==> config.mk <==
export PLATFORM = sky130hd
export DESIGN_NAME = modport_alu
export DESIGN_NICKNAME = d
export VERILOG_FILES = /design/src/rtl/modport_alu.sv
export SDC_FILE = /design/constraint.sdc
export NUM_CORES = 1
export LEC_CHECK = 0
export CAP_MARGIN = 20
export CELL_PAD_IN_SITES_DETAIL_PLACEMENT = 1
export CELL_PAD_IN_SITES_GLOBAL_PLACEMENT = 2
export CORE_MARGIN = 10
export CORE_UTILIZATION = 39
export CTS_CLUSTER_DIAMETER = 40
export DETAILED_ROUTE_END_ITERATION = 6
export GPL_ROUTABILITY_DRIVEN = 1
export PLACE_DENSITY_LB_ADDON = 0.1
export SETUP_SLACK_MARGIN = 0.4
export SYNTH_ARGS = -nofsm -noshare
export SYNTH_HDL_FRONTEND = slang
export SYNTH_SLANG_ARGS = --single-unit
==> constraint.sdc <==
create_clock -name i_clk -period 11.13 [get_ports i_clk]
set_clock_uncertainty 0.2 [all_clocks]
set_input_delay 1.113 -clock i_clk [delete_from_list [all_inputs] [get_ports i_clk]]
set_output_delay 1.113 -clock i_clk [all_outputs]
set_load 0.005 [all_outputs]
==> src/rtl/modport_alu.sv <==
// ---------------------------------------------------------------------------
// modport_alu
//   Registered, parameterised integer ALU.
//   - mode=1: arithmetic commands. mode=0: logical commands.
//   - Single-cycle latency for all commands except MUL_INC and MUL_SHL,
//     which register their result one edge after they are accepted.
//
// Ports
//   i_clk        rising-edge clock
//   i_rst        asynchronous active-high reset
//   i_ce         clock enable; when 0 all outputs hold
//   i_mode       1 = arithmetic, 0 = logical
//   i_cin        carry/borrow in (ADD_CIN / SUB_CIN only)
//   i_inp_valid  bit0 = opa valid, bit1 = opb valid
//   i_cmd        operation code
//   i_opa/i_opb  operands
//   o_res        result, DATA_WIDTH+1 bits
//   o_oflow      borrow / underflow flag
//   o_cout       carry out
//   o_g/o_l/o_e  compare flags A>B, A<B, A==B
//   o_err        illegal command or required operand not valid
//   o_busy       debug view of the two-state multiply FSM (1 = multiply pending)
//
// Handshake: a command is taken on every rising edge with i_ce=1 while the
// unit is not busy. While a multiply is pending (o_busy=1) inputs are
// ignored and the multiply completes on the next edge regardless of i_ce.
// ---------------------------------------------------------------------------
module modport_alu #(
    parameter int DATA_WIDTH = 8,
    parameter int CMD_WIDTH  = 4
) (
    input  logic                  i_clk,
    input  logic                  i_rst,
    input  logic                  i_ce,
    input  logic                  i_mode,
    input  logic                  i_cin,
    input  logic [1:0]            i_inp_valid,
    input  logic [CMD_WIDTH-1:0]  i_cmd,
    input  logic [DATA_WIDTH-1:0] i_opa,
    input  logic [DATA_WIDTH-1:0] i_opb,
    output logic [DATA_WIDTH:0]   o_res,
    output logic                  o_oflow,
    output logic                  o_cout,
    output logic                  o_g,
    output logic                  o_l,
    output logic                  o_e,
    output logic                  o_err,
    output logic                  o_busy
);

    localparam int DW  = DATA_WIDTH;
    localparam int SHW = $clog2(DATA_WIDTH);

    // Arithmetic command codes (mode=1)
    localparam logic [CMD_WIDTH-1:0] A_ADD     = CMD_WIDTH'(0);
    localparam logic [CMD_WIDTH-1:0] A_SUB     = CMD_WIDTH'(1);
    localparam logic [CMD_WIDTH-1:0] A_ADD_CIN = CMD_WIDTH'(2);
    localparam logic [CMD_WIDTH-1:0] A_SUB_CIN = CMD_WIDTH'(3);
    localparam logic [CMD_WIDTH-1:0] A_INC_A   = CMD_WIDTH'(4);
    localparam logic [CMD_WIDTH-1:0] A_DEC_A   = CMD_WIDTH'(5);
    localparam logic [CMD_WIDTH-1:0] A_INC_B   = CMD_WIDTH'(6);
    localparam logic [CMD_WIDTH-1:0] A_DEC_B   = CMD_WIDTH'(7);
    localparam logic [CMD_WIDTH-1:0] A_CMP     = CMD_WIDTH'(8);
    localparam logic [CMD_WIDTH-1:0] A_MUL_INC = CMD_WIDTH'(9);
    localparam logic [CMD_WIDTH-1:0] A_MUL_SHL = CMD_WIDTH'(10);

    // Logical command codes (mode=0)
    localparam logic [CMD_WIDTH-1:0] L_AND     = CMD_WIDTH'(0);
    localparam logic [CMD_WIDTH-1:0] L_NAND    = CMD_WIDTH'(1);
    localparam logic [CMD_WIDTH-1:0] L_OR      = CMD_WIDTH'(2);
    localparam logic [CMD_WIDTH-1:0] L_NOR     = CMD_WIDTH'(3);
    localparam logic [CMD_WIDTH-1:0] L_XOR     = CMD_WIDTH'(4);
    localparam logic [CMD_WIDTH-1:0] L_XNOR    = CMD_WIDTH'(5);
    localparam logic [CMD_WIDTH-1:0] L_NOT_A   = CMD_WIDTH'(6);
    localparam logic [CMD_WIDTH-1:0] L_NOT_B   = CMD_WIDTH'(7);
    localparam logic [CMD_WIDTH-1:0] L_SHR1_A  = CMD_WIDTH'(8);
    localparam logic [CMD_WIDTH-1:0] L_SHL1_A  = CMD_WIDTH'(9);
    localparam logic [CMD_WIDTH-1:0] L_SHR1_B  = CMD_WIDTH'(10);
    localparam logic [CMD_WIDTH-1:0] L_SHL1_B  = CMD_WIDTH'(11);
    localparam logic [CMD_WIDTH-1:0] L_ROL_A_B = CMD_WIDTH'(12);
    localparam logic [CMD_WIDTH-1:0] L_ROR_A_B = CMD_WIDTH'(13);

    // Multiply FSM states
    localparam logic S_IDLE = 1'b0;
    localparam logic S_MUL  = 1'b1;

    localparam logic [DW:0] ONE = (DW+1)'(1);

    // Registered outputs and multiply state
    logic          r_state;
    logic [DW:0]   r_res;
    logic          r_oflow, r_cout, r_g, r_l, r_e, r_err;
    logic [DW:0]   r_ma, r_mb;

    // Combinational next values for a single-cycle command
    logic [DW:0]   w_a9, w_b9, w_cin9, w_mul;
    logic [DW:0]   w_res;
    logic          w_oflow, w_cout, w_g, w_l, w_e, w_err;
    logic          w_start_mul;
    logic [DW:0]   w_ma, w_mb;
    logic          w_need_a, w_need_b, w_illegal;
    logic [SHW-1:0] w_sh;
    logic          w_sh_hi;
    logic [DW-1:0] w_rol, w_ror;

    assign w_a9   = {1'b0, i_opa};
    assign w_b9   = {1'b0, i_opb};
    assign w_cin9 = {{DW{1'b0}}, i_cin};
    assign w_mul  = r_ma * r_mb;   // truncated to DW+1 bits by width

    // Rotate amount uses only the low log2(DW) bits of B; any set bit
    // above that flags an error but the rotated value is still output.
    assign w_sh    = i_opb[SHW-1:0];
    assign w_sh_hi = |i_opb[DW-1:SHW];
    assign w_rol   = (i_opa << w_sh) | (i_opa >> (DW - int'(w_sh)));
    assign w_ror   = (i_opa >> w_sh) | (i_opa << (DW - int'(w_sh)));

    always_comb begin
        w_res       = '0;
        w_oflow     = 1'b0;
        w_cout      = 1'b0;
        w_g         = 1'b0;
        w_l         = 1'b0;
        w_e         = 1'b0;
        w_err       = 1'b0;
        w_start_mul = 1'b0;
        w_ma        = '0;
        w_mb        = '0;
        w_need_a    = 1'b1;
        w_need_b    = 1'b1;
        w_illegal   = 1'b0;

        // Operand requirements and legality of the command code
        if (i_mode) begin
            if (i_cmd == A_INC_A || i_cmd == A_DEC_A) w_need_b = 1'b0;
            if (i_cmd == A_INC_B || i_cmd == A_DEC_B) w_need_a = 1'b0;
            if (i_cmd > A_MUL_SHL)                    w_illegal = 1'b1;
        end else begin
            if (i_cmd == L_NOT_A || i_cmd == L_SHR1_A || i_cmd == L_SHL1_A) w_need_b = 1'b0;
            if (i_cmd == L_NOT_B || i_cmd == L_SHR1_B || i_cmd == L_SHL1_B) w_need_a = 1'b0;
            if (i_cmd > L_ROR_A_B)                                          w_illegal = 1'b1;
        end

        if (w_illegal || (w_need_a && !i_inp_valid[0]) || (w_need_b && !i_inp_valid[1])) begin
            w_err = 1'b1;
        end else if (i_mode) begin
            case (i_cmd)
                A_ADD:     begin w_res = w_a9 + w_b9;          w_cout = w_res[DW]; end
                A_SUB:     begin w_res = w_a9 - w_b9;          w_oflow = (w_a9 < w_b9); end
                A_ADD_CIN: begin w_res = w_a9 + w_b9 + w_cin9; w_cout = w_res[DW]; end
                A_SUB_CIN: begin w_res = w_a9 - w_b9 - w_cin9; w_oflow = (w_a9 < (w_b9 + w_cin9)); end
                A_INC_A:   begin w_res = w_a9 + ONE;           w_cout = w_res[DW]; end
                A_DEC_A:   begin w_res = w_a9 - ONE;           w_oflow = (i_opa == '0); end
                A_INC_B:   begin w_res = w_b9 + ONE;           w_cout = w_res[DW]; end
                A_DEC_B:   begin w_res = w_b9 - ONE;           w_oflow = (i_opb == '0); end
                A_CMP: begin
                    w_g = (i_opa > i_opb);
                    w_l = (i_opa < i_opb);
                    w_e = (i_opa == i_opb);
                end
                A_MUL_INC: begin w_start_mul = 1'b1; w_ma = w_a9 + ONE;       w_mb = w_b9 + ONE; end
                A_MUL_SHL: begin w_start_mul = 1'b1; w_ma = {i_opa, 1'b0};    w_mb = w_b9; end
                default:   w_err = 1'b1;
            endcase
        end else begin
            case (i_cmd)
                L_AND:     w_res = {1'b0, i_opa & i_opb};
                L_NAND:    w_res = {1'b0, ~(i_opa & i_opb)};
                L_OR:      w_res = {1'b0, i_opa | i_opb};
                L_NOR:     w_res = {1'b0, ~(i_opa | i_opb)};
                L_XOR:     w_res = {1'b0, i_opa ^ i_opb};
                L_XNOR:    w_res = {1'b0, ~(i_opa ^ i_opb)};
                L_NOT_A:   w_res = {1'b0, ~i_opa};
                L_NOT_B:   w_res = {1'b0, ~i_opb};
                L_SHR1_A:  w_res = {1'b0, i_opa >> 1};
                L_SHL1_A:  w_res = {1'b0, i_opa << 1};
                L_SHR1_B:  w_res = {1'b0, i_opb >> 1};
                L_SHL1_B:  w_res = {1'b0, i_opb << 1};
                L_ROL_A_B: begin w_res = {1'b0, w_rol}; w_err = w_sh_hi; end
                L_ROR_A_B: begin w_res = {1'b0, w_ror}; w_err = w_sh_hi; end
                default:   w_err = 1'b1;
            endcase
        end
    end

    always_ff @(posedge i_clk or posedge i_rst) begin
        if (i_rst) begin
            r_state <= S_IDLE;
            r_res   <= '0;
            r_oflow <= 1'b0;
            r_cout  <= 1'b0;
            r_g     <= 1'b0;
            r_l     <= 1'b0;
            r_e     <= 1'b0;
            r_err   <= 1'b0;
            r_ma    <= '0;
            r_mb    <= '0;
        end else if (r_state == S_MUL) begin
            // Second multiply edge completes even with i_ce low.
            r_state <= S_IDLE;
            r_res   <= w_mul;
            r_oflow <= 1'b0;
            r_cout  <= 1'b0;
            r_g     <= 1'b0;
            r_l     <= 1'b0;
            r_e     <= 1'b0;
            r_err   <= 1'b0;
        end else if (i_ce) begin
            if (w_start_mul) begin
                // Outputs hold on the accept edge; only operands are captured.
                r_state <= S_MUL;
                r_ma    <= w_ma;
                r_mb    <= w_mb;
            end else begin
                r_res   <= w_res;
                r_oflow <= w_oflow;
                r_cout  <= w_cout;
                r_g     <= w_g;
                r_l     <= w_l;
                r_e     <= w_e;
                r_err   <= w_err;
            end
        end
    end

    assign o_res   = r_res;
    assign o_oflow = r_oflow;
    assign o_cout  = r_cout;
    assign o_g     = r_g;
    assign o_l     = r_l;
    assign o_e     = r_e;
    assign o_err   = r_err;
    assign o_busy  = r_state;

endmodule

After elaboration in Yosys (flattened, before gate mapping)
Index checks and enable logic that the tools add are counted.

Output and inout port bits: 16. Bits of input ports: 27. Logic and storage cells: 145. Flip-flop bits (word level): 34.

Mux-type cells: 65. Add/subtract/negate cells: 10. Multiply operators: 1. Shifts and indexed selects: 4. Equal/unequal tests: 15. Order comparisons: 6. Reduce and logical (&&, ||, !) cells: 23. Bitwise logic cells: 11.

Operators by type and width (count): one-hot mux 8 bit (14 select lines) (1); two-way mux 9 bit (9); one-hot mux 9 bit (8 select lines) (1); two-way mux 1 bit (49); inverter 8 bit (5); one-hot mux 9 bit (2 select lines) (2); << shifter 8 x 32 -> 8 bit (1); right shift 8 x 32 -> 8 bit (1); equality test 4 bit (second input constant) (6); OR 8 bit (3); adder 8 x 1 -> 9 bit (second input constant) (2); subtractor 8 x 1 -> 9 bit (second input constant) (2); equality test 4 x 3 -> 1 bit (second input constant) (4); logical NOT 8 bit (2); less-than comparator 8 bit (2); OR reduction 12 bit (1); OR reduction 11 bit (1); adder 8 x 1 -> 9 bit (1); adder 8 x 8 -> 9 bit (1); adder 9 x 1 -> 9 bit (1); less-than comparator 8 x 9 -> 1 bit (1); multiplier 9 x 9 -> 9 bit (1); subtractor 8 x 8 -> 9 bit (1); subtractor 9 x 1 -> 9 bit (1); 23 further kinds (36).

Logic depth before layout (Yosys ltp)
Gate-level depths: netlist of the first run.

Depth after elaboration: 12. Depth in mapped cells: 18. Mapped depth without buffers: 17.

Least setup slack after synthesis of the first run
No wires, ideal clock.

Path type: register to register. Start point: register r_mb[2]. End point: register r_res[7], in the netlist o_res[7]. Path buffers: 1. Clock period less this slack: 4235 ps. Setup time: 132 ps. Slack: 6895 ps. Stages on the path, launching flop included: 18. Data arrival time: 3903 ps. Required time: 10798 ps. Cell sequence: dfrtp_1 clkbuf_1 nand2_1 fa_1 fa_1 inv_1 ha_1 inv_1 fa_1 inv_1 ha_1 a21o_1 a21oi_1 xor2_1 o211ai_1 or3_1 a21oi_1 a211oi_1.

Word-level cells in the longest chain between the ends: 2.

Ends and longest elaborated chain: from (decl) (line 93) `logic [DW:0] r_ma, r_mb;`; from (signal assigned) (line 213) `r_mb <= w_mb;`; multiplier 9 x 9 -> 9 bit (line 109) `assign w_mul = r_ma * r_mb;`; two-way mux 9 bit (line 198) `end else if (r_state == S_MUL) begin`; to (signal assigned) (line 201) `r_res <= w_mul;`; to (signal assigned) (line 215) `r_res <= w_res;`; to (decl) (line 91) `logic [DW:0] r_res;`.

Every way passes these cells. A chain may end at the register's enable or synchronous reset.

Final worst setup path of the first run
Start point: input i_opb[2]. End point: register r_res[8], in the netlist o_res[8].

Word-level cells in the longest chain between the ends: 8. Elaborated cells on any way between the ends: 12. Those cells by class: add/sub: 6; mux: 6.

Ends and longest elaborated chain: from (decl) (line 40) `input logic [DATA_WIDTH-1:0] i_opb,`; subtractor 8 x 8 -> 9 bit or adder 8 x 8 -> 9 bit (tied branches); subtractor 9 x 1 -> 9 bit or adder 9 x 1 -> 9 bit (tied branches) (line 151, 150); one-hot mux 9 bit (8 select lines) (*) (line 147) `case (i_cmd)`; two-way mux 9 bit (*) (line 146) `end else if (i_mode) begin`; two-way mux 9 bit (*) (line 144) `if (w_illegal || (w_need_a && !i_inp_valid[0]) || (w_need_b && !i_inp_valid[1])) begin`; two-way mux 9 bit (*) (line 209) `if (w_start_mul) begin`; two-way mux 9 bit (*) (line 208) `end else if (i_ce) begin`; two-way mux 9 bit (*) (line 198).

Mark *: on every way between the ends. The rest lies on a longest branch, timed or not. The select of a mux whose other input is x is not followed.

==> Flow_metrics.wiki, run 1 <==
{| class="wikitable"
! Metric !! Value
|-
| Result of the run || complete, no violations
|-
| Nets || 1054
|-
| Share of the yosys chip area belonging to registers || 0.1215
|-
| Achievable Freq || 0.1947 GHz
|-
| Crit path required time || 11.09 ns
|-
| Count of vias placed by the detailed router || 7478
|-
| Synth cell types || 73
|-
| Area enclosed by the die boundary || 23710 µm²
|-
| Fraction of layout cells with a size suffix above 1 || 0.05385
|-
| Worst slew margin relative to its limit || 0.2948
|-
| Accumulated negative setup slack || 0 ns
|-
| Time the final worst path needs with I/O delays and setup || 5.135 ns
|-
| Wire length of the first global-routing pass || 47.21 mm
|-
| Mapped Avg Cell Area || 7.353 µm²
|-
| Power Dens Cells || 84.59 nW/µm²
|-
| Largest driver fanout on the critical path || 36
|-
| HPWL after DPL || 24.00 mm
|-
| Maximum vdd ir drop || 0.00006939 V
|-
| Post-synthesis async set-or-reset flop share || 1.000
|-
| Syn Nets || 1060
|-
| Post-CTS resize count || 0
|-
| Count of final max-slew check failures || 0
|-
| Area added between synthesis and finish || 10.15%
|-
| Data arrival time of the critical path || 5.09 ns
|-
| All-Layer GR Usage || 0.2507
|-
| Destination of the worst register-to-register timing path || o_res[8]
|-
| Warnings from Yosys || 0
|-
| Drt drc || 0
|-
| Iteration-0 DRC count of the detailed router || 639
|-
| Max-cap violation count || 0
|-
| Proportion of power drawn by the clock network || 0.235
|-
| Maximum number of pins on one net before global-route repair || 61
|-
| Worst min path class || reg -> reg
|-
| Master cell of the clock root buffer || sky130_fd_sc_hd__clkbuf_16
|-
| Final hold violation count || 0
|-
| Y dimension of the die || 154.0 µm
|-
| CP Launch Type || input port
|-
| Share of the core filled with cells in the final layout || 0.4427
|-
| Via density per instance || 6.381
|-
| Clock latency of the later-clocked register in the worst-skew pair || 0.28 ns
|-
| Final routed wirelength across all metal layers || 31.00 mm
|-
| Number of ports placed on the die boundary || 43
|-
| Startpoint of the most critical register-to-register path || r_mb[0]
|-
| Clk pin slew, worst setup/hold paths || 0.06 ns
|-
| Commonest non-fill, non-tap cells in the layout || sky130_fd_sc_hd__nand2_1 (104), sky130_fd_sc_hd__nor2_1 (68), sky130_fd_sc_hd__o21ai_0 (63)
|-
| # diodes || 0
|-
| Hold slack || 0.3078 ns
|-
| Hold Startpoint || o_oflow
|-
| Internal power || 364.3 µW
|-
| Average wire length per cell after detail routing || 26.45 µm
|-
| Share of total power in sequential cells || 0.235
|-
| Clk sinks || 34
|-
| Number of flops mapped to enable cells by yosys || 0
|-
| Number of cell instances on the worst register-to-register path || 16
|-
| Seq cells post-synth || 34
|-
| Std-Cell Rows || 48
|-
| Period Utilization, post-route || 0.4614
|-
| Leakage || 3.232 nW
|-
| Placer congestion estimate || 0.9591
|-
| H-Tree Level Count || 2
|-
| Most common library cell in the layout ignoring fill and taps || sky130_fd_sc_hd__nand2_1
|-
| Number of setup violations in the final report || 0
|-
| Proportion of total power due to net switching || 0.4415
|-
| Post-Synthesis Cell Area || 7000 µm²
|-
| Number of instances in the synthesized netlist || 952
|-
| Number of routed nets with antenna violations || 0
|-
| Overall die width || 154.0 µm
|-
| Fill cell total of the finished layout || 2172
|-
| CORE AREA || 17420 µm²
|-
| Number of clock buffers inserted by TritonCTS || 5
|-
| Start-to-end type of the worst setup path || in -> reg
|-
| Buffers on Ports || 42
|-
| Number of stages on the worst hold path || 1
|-
| Most common flop cell mapped by yosys || sky130_fd_sc_hd__dfrtp_1
|-
| Detailed-routing iteration count for the pre-antenna-repair pass || 7
|-
| Slew at the pin with the worst max-slew slack || 1.050 ns
|-
| Number of global-route vias before repair || 7713
|-
| Buffers inserted during post-CTS setup optimization || 0
|-
| Setup slack, reg-to-reg || 6.30 ns
|-
| Unrepaired setup endpoints after global routing || no
|-
| Critical path endpoint category || flop
|-
| CTS hold repair buffers || 0
|-
| Gr ovfl total || 0
|-
| TritonCTS clock tree || done
|-
| Psw || 288.0 µW
|-
| Terminating pin of the worst hold path || o_oflow
|-
| Relative contribution of combinational cells to total power || 0.530
|-
| Maximum buffer depth of the clock tree || 2
|-
| Starting utilization of the core area || 0.4019
|-
| Antenna violations before repair || 0
|}
flip-flops by register name (all words and copies together), names as in the netlist:
| register | cells |
|---|---|
| o_res | 9 |
| r_ma | 9 |
| o_g | 1 |
| o_e | 1 |
| r_mb | 9 |
| o_oflow | 1 |
| o_busy | 1 |
| o_cout | 1 |
| o_l | 1 |
| o_err | 1 |
worst max-delay path, stage by stage:
cell and delay (ns):
sky130_fd_sc_hd__clkdlybuf4s50_1 0.46, sky130_fd_sc_hd__buf_4 0.36, sky130_fd_sc_hd__inv_1 0.35, sky130_fd_sc_hd__ha_1 0.72
sky130_fd_sc_hd__nor3_1 0.13, sky130_fd_sc_hd__or3_1 0.42, sky130_fd_sc_hd__xnor2_2 0.25, sky130_fd_sc_hd__nand4_1 0.16
sky130_fd_sc_hd__or4b_1 0.57, sky130_fd_sc_hd__mux2i_1 0.15, sky130_fd_sc_hd__o31ai_1 0.28, sky130_fd_sc_hd__o21ai_1 0.10
cell usage after synthesis (8+ instances only):
library cell               instances  share of area
sky130_fd_sc_hd__nand2_1         104          0.056
sky130_fd_sc_hd__nor2_1           68          0.036
sky130_fd_sc_hd__o21ai_0          63          0.045
sky130_fd_sc_hd__ha_1             61           0.11
sky130_fd_sc_hd__inv_1            58          0.031
sky130_fd_sc_hd__a21oi_1          55          0.039
sky130_fd_sc_hd__xnor2_1          55          0.069
sky130_fd_sc_hd__clkbuf_1         49          0.026
sky130_fd_sc_hd__dfrtp_1          34           0.12
sky130_fd_sc_hd__mux2i_1          28          0.040
sky130_fd_sc_hd__nand3_1          28          0.020
sky130_fd_sc_hd__xor2_1           23          0.029
sky130_fd_sc_hd__fa_1             20          0.057
sky130_fd_sc_hd__and2_1           19          0.017
sky130_fd_sc_hd__buf_2            19          0.014
sky130_fd_sc_hd__a22oi_1          18          0.019
sky130_fd_sc_hd__nor3_1           18          0.013
sky130_fd_sc_hd__o211ai_1         16          0.017
sky130_fd_sc_hd__o22ai_1          15          0.013
sky130_fd_sc_hd__a211oi_1         12          0.013
sky130_fd_sc_hd__and3_1           12          0.011
sky130_fd_sc_hd__nand2b_1         10         0.0089
sky130_fd_sc_hd__o221ai_1         10          0.013
sky130_fd_sc_hd__a221oi_1          8          0.010
sky130_fd_sc_hd__mux2_2            8          0.013
sky130_fd_sc_hd__nor2b_1           8         0.0071
sky130_fd_sc_hd__o31ai_1           8         0.0086
worst max-delay path by stage:
stage | startpoint | to | slack [ns] | cells after the start
after floorplan | r_mb[2] | o_res[7] | 6.90 | 17
after global placement | i_opa[3] | o_res[8] | 5.87 | 11
after detailed placement | i_opb[2] | o_res[8] | 5.76 | 12
after CTS | i_opb[2] | o_res[8] | 6.06 | 12
after global routing | i_opb[2] | o_res[8] | 5.74 | 12
final | i_opb[2] | o_res[8] | 5.99 | 12
through the flow:
stage	cell area, µm²	setup WS [ns]	power, mW	std cells
2_1_floorplan	7000	6.895	0.3737	952
3_3_place_gp	7545	5.873	0.4898	1164
3_5_place_dp	7545	5.763	0.4971	1164
4_1_cts	7711	6.059	0.6529	1172
5_1_grt	7711	5.737	0.6928	1172
6_report	7711	5.995	0.6523	1172
logic make-up (layout without fill, tap and decap cells):
| family | after synthesis | after routing | synth area share |
|---|---|---|---|
| and+or+nand+nor | 316 | 316 | 0.2211 |
| AOI/OAI and AO/OA | 270 | 270 | 0.2567 |
| buffers and inverters | 134 | 129 | 0.07525 |
| adders and majority gates | 81 | 81 | 0.1662 |
| xor gates and xnor gates | 79 | 79 | 0.09991 |
| muxes | 38 | 38 | 0.05934 |
| DFF | 34 | 34 | 0.1215 |
power by group through the flow:
stage	clock network [mW]	registers, mW	logic, mW
detailed placement	0	0.155	0.342
CTS	0.156	0.153	0.343
finish	0.153	0.153	0.345
global placement	0	0.154	0.335
global route	0.161	0.155	0.376
floorplan	0	0.145	0.229
layer usage:
layer / vias to the layer above / global-route usage / part of all wire
li1: 3408 / - / -
met1: 3777 / 0.3195 / 0.43
met2: 234 / 0.4195 / 0.48
met3: 59 / 0.03487 / 0.057
met4: 0 / 0.09132 / 0.034
met5: - / 0 / 0
final cells by class:
cell class / count / area [µm²] / area share
Timing Repair Buffer: 61 / 558.0 / 0.07237
Multi-Input combinational cell: 784 / 5629 / 0.7300
Tap cell: 225 / 281.5 / 0.03651
Sequential cell: 34 / 850.8 / 0.1103
Inverter: 60 / 225.2 / 0.02921
Clock buffer: 8 / 166.4 / 0.02158
(Power assumes the default switching activity.)
==> run 2: changes to the inputs <==
--- a/config.mk
+++ b/config.mk
@@ -9,7 +9,7 @@
 export CELL_PAD_IN_SITES_DETAIL_PLACEMENT = 1
 export CELL_PAD_IN_SITES_GLOBAL_PLACEMENT = 2
 export CORE_MARGIN = 10
-export CORE_UTILIZATION = 39
+export CORE_UTILIZATION = 33
 export CTS_CLUSTER_DIAMETER = 40
 export DETAILED_ROUTE_END_ITERATION = 6
 export GPL_ROUTABILITY_DRIVEN = 1
==> constraint.sdc (replaced) <==
create_clock -name i_clk -period 4.3 [get_ports i_clk]
set_clock_uncertainty 0.2 [all_clocks]
set_input_delay 0.43 -clock i_clk [delete_from_list [all_inputs] [get_ports i_clk]]
set_output_delay 0.43 -clock i_clk [all_outputs]
set_load 0.005 [all_outputs]
==> run 2 against run 1 <==
Against the previous run: the run now ends with DRC, setup timing left; largest cell class unchanged; cell count grew 12%; sequential power grew to 2.5 times the previous value; clock-buffer cell count shrank 3; highest routed layer unchanged; die area grew 16%; non-clock buffer count grew 85; first-iteration DRC count grew 6.7%; combinational power grew to 3.2 times the previous value; worst setup slack lost 6.1 ns; via count grew 4.8%; largest power group unchanged; final area grew 11%; routed wire length grew 9.2%; clock power grew to 2.8 times the previous value.
==> Flow_metrics.wiki, run 2 (synthesis results as in run 1) <==
{| class="wikitable"
! Metric !! Value
|-
| Crit path required time || 4.26 ns
|-
| Max-cap violation count || 0
|-
| Number of clock buffers inserted by TritonCTS || 5
|-
| Starting utilization of the core area || 0.3341
|-
| Worst min path class || reg -> reg
|-
| Gr ovfl total || 0
|-
| Time the final worst path needs with I/O delays and setup || 4.398 ns
|-
| Placer congestion estimate || 0.9557
|-
| Area enclosed by the die boundary || 27440 µm²
|-
| Std-Cell Rows || 53
|-
| Count of final max-slew check failures || 0
|-
| Total buffers and inverters traversed by the critical path || 3
|-
| Unrepaired setup endpoints after global routing || yes
|-
| TritonCTS clock tree || done
|-
| Overall die width || 165.7 µm
|-
| Area taken by flip-flops and latches || 855.8 µm²
|-
| Start-to-end type of the worst setup path || reg -> reg
|-
| Drt drc || 5
|-
| Failing checks || DRC, setup timing
|-
| Maximum number of pins on one net before global-route repair || 35
|-
| # diodes || 0
|-
| Critical path endpoint category || flop
|-
| Achievable Freq || 0.2274 GHz
|-
| Buffers on Ports || 42
|-
| Nets || 1139
|-
| Worst slew margin relative to its limit || 0.3854
|-
| Detailed-routing iteration count for the pre-antenna-repair pass || 7
|-
| Post-layout total power || 1.896 mW
|-
| Area added between synthesis and finish || 22.77%
|-
| Master cell of the clock root buffer || sky130_fd_sc_hd__clkbuf_16
|-
| Final routed wirelength across all metal layers || 33.85 mm
|-
| Slew at the pin with the worst max-slew slack || 0.9149 ns
|-
| Via density per instance || 5.995
|-
| Number of global-route vias before repair || 8200
|-
| Share of the core filled with cells in the final layout || 0.4101
|-
| Most common library cell in the layout ignoring fill and taps || sky130_fd_sc_hd__buf_4
|-
| Post-placement setup slack || -0.1394 ns
|-
| Worst path top cell family by delay || adder cells
|-
| Count of vias placed by the detailed router || 7836
|-
| Clock latency of the later-clocked register in the worst-skew pair || 0.29 ns
|-
| Hold Startpoint || r_mb[8]
|-
| Result of the run || finished, violations left
|-
| Fill cell total of the finished layout || 2608
|-
| Number of cell instances on the worst register-to-register path || 14
|-
| Worst path setup slack after routing || -0.09764 ns
|-
| CORE AREA || 20960 µm²
|-
| CP Launch Type || flop
|-
| Cell breakdown of the critical path || buf_6 -> and2_4 -> fa_1 -> inv_1 -> fa_1 -> inv_1 -> fa_1 -> fa_1 -> ha_4 -> xor2_4 -> o211ai_1 -> or3_4 -> a21oi_4 -> a211oi_2
|-
| Largest driver fanout on the critical path || 4
|-
| Maximum vdd ir drop || 0.0001142 V
|-
| Data arrival time of the critical path || 4.36 ns
|-
| Clk pin slew, worst setup/hold paths || 0.06 ns
|-
| Area of the multi-input gates || 5796 µm²
|-
| Period Utilization, post-route || 1.023
|-
| Startpoint of the most critical register-to-register path || r_ma[5]
|-
| Maximum buffer depth of the clock tree || 2
|-
| Number of setup violations in the final report || 2
|-
| All-Layer GR Usage || 0.2342
|-
| H-Tree Level Count || 2
|-
| Clk sinks || 34
|-
| Number of ports placed on the die boundary || 43
|-
| Y dimension of the die || 165.7 µm
|-
| Commonest non-fill, non-tap cells in the layout || sky130_fd_sc_hd__buf_4 (102), sky130_fd_sc_hd__nand2_1 (100), sky130_fd_sc_hd__nor2_1 (68)
|-
| Destination of the worst register-to-register timing path || o_res[7]
|-
| Highest-delay cell along the critical path || sky130_fd_sc_hd__fa_1
|-
| Setup slack, reg-to-reg || -0.1 ns
|-
| Fraction of layout cells with a size suffix above 1 || 0.1599
|-
| Terminating pin of the worst hold path || r_mb[8]
|-
| Wire length of the first global-routing pass || 51.48 mm
|-
| Antenna violations before repair || 1
|-
| Most frequent cell on the critical path || sky130_fd_sc_hd__fa_1
|-
| Leakage || 3.640 nW
|-
| Power Dens Cells || 220.6 nW/µm²
|-
| Number of routed nets with antenna violations || 0
|-
| Number of stages on the worst hold path || 2
|-
| Average wire length per cell after detail routing || 25.90 µm
|-
| HPWL after DPL || 26.88 mm
|-
| Final hold violation count || 0
|-
| Iteration-0 DRC count of the detailed router || 682
|-
| Highest cell delay on the worst timing path || 0.54 ns
|}
-- run 2: cell type report --
cell class / instances / area share
clock buffers: 5 / 0.01456
clock inverters: 3 / 0.005241
inverters: 60 / 0.02620
multi-input cells: 784 / 0.6743
flip-flops and latches: 34 / 0.09958
well taps: 275 / 0.04003
repair buffers: 146 / 0.1400
-- run 2: worst max-delay path by stage --
stage                  from  endpoint  slack (ns)  depth (start not counted)
finish              r_ma[5]  o_res[7]        -0.1                         14
global route        r_mb[1]  o_res[7]       -0.18                         16
CTS                 r_mb[2]  o_res[8]       -0.01                         17
detailed placement  r_mb[2]  o_res[7]       -0.14                         16
global placement    r_mb[2]  o_res[7]       0.005                         16
floorplan           r_mb[2]  o_res[7]        0.28                         14
-- run 2: power by group --
group	internal, mW	total (mW)	switching, mW
logic	0.445	1.09	0.643
clock network	0.273	0.423	0.149
registers	0.351	0.385	0.0345
total	1.07	1.90	0.827
-- run 2: repair_timing --
action	4_1_cts	5_1_grt
buffers inserted	1	4
gates resized for setup	9	21
pin swaps	6	26
hold buffers	0	0
endpoints found under the setup margin	3	4
-- run 2: metrics by stage --
step | setup TNS (ns) | cells | hold WS [ns] | area (µm²)
finish | -0.1453 | 1307 | 0.2844 | 8594
global route | -0.3387 | 1307 | 0.3334 | 8594
CTS | -0.02775 | 1303 | 0.2864 | 8443
detailed placement | -0.2323 | 1294 | 0.2725 | 8235
global placement | 0 | 1294 | 0.2727 | 8235
floorplan | 0 | 952 | 0.2484 | 7058
-- run 2: worst min-delay path: stages (launching register included) --
cell	delay, ns
sky130_fd_sc_hd__dfrtp_1	0.34
sky130_fd_sc_hd__nand2_1	0.05
sky130_fd_sc_hd__o31ai_1	0.05
-- run 2: per-layer routing --
metal / share of wire / GRT usage
met5: 0 / 0
met4: 0.030 / 0.07357
met3: 0.065 / 0.04070
met2: 0.46 / 0.3783
met1: 0.44 / 0.3091
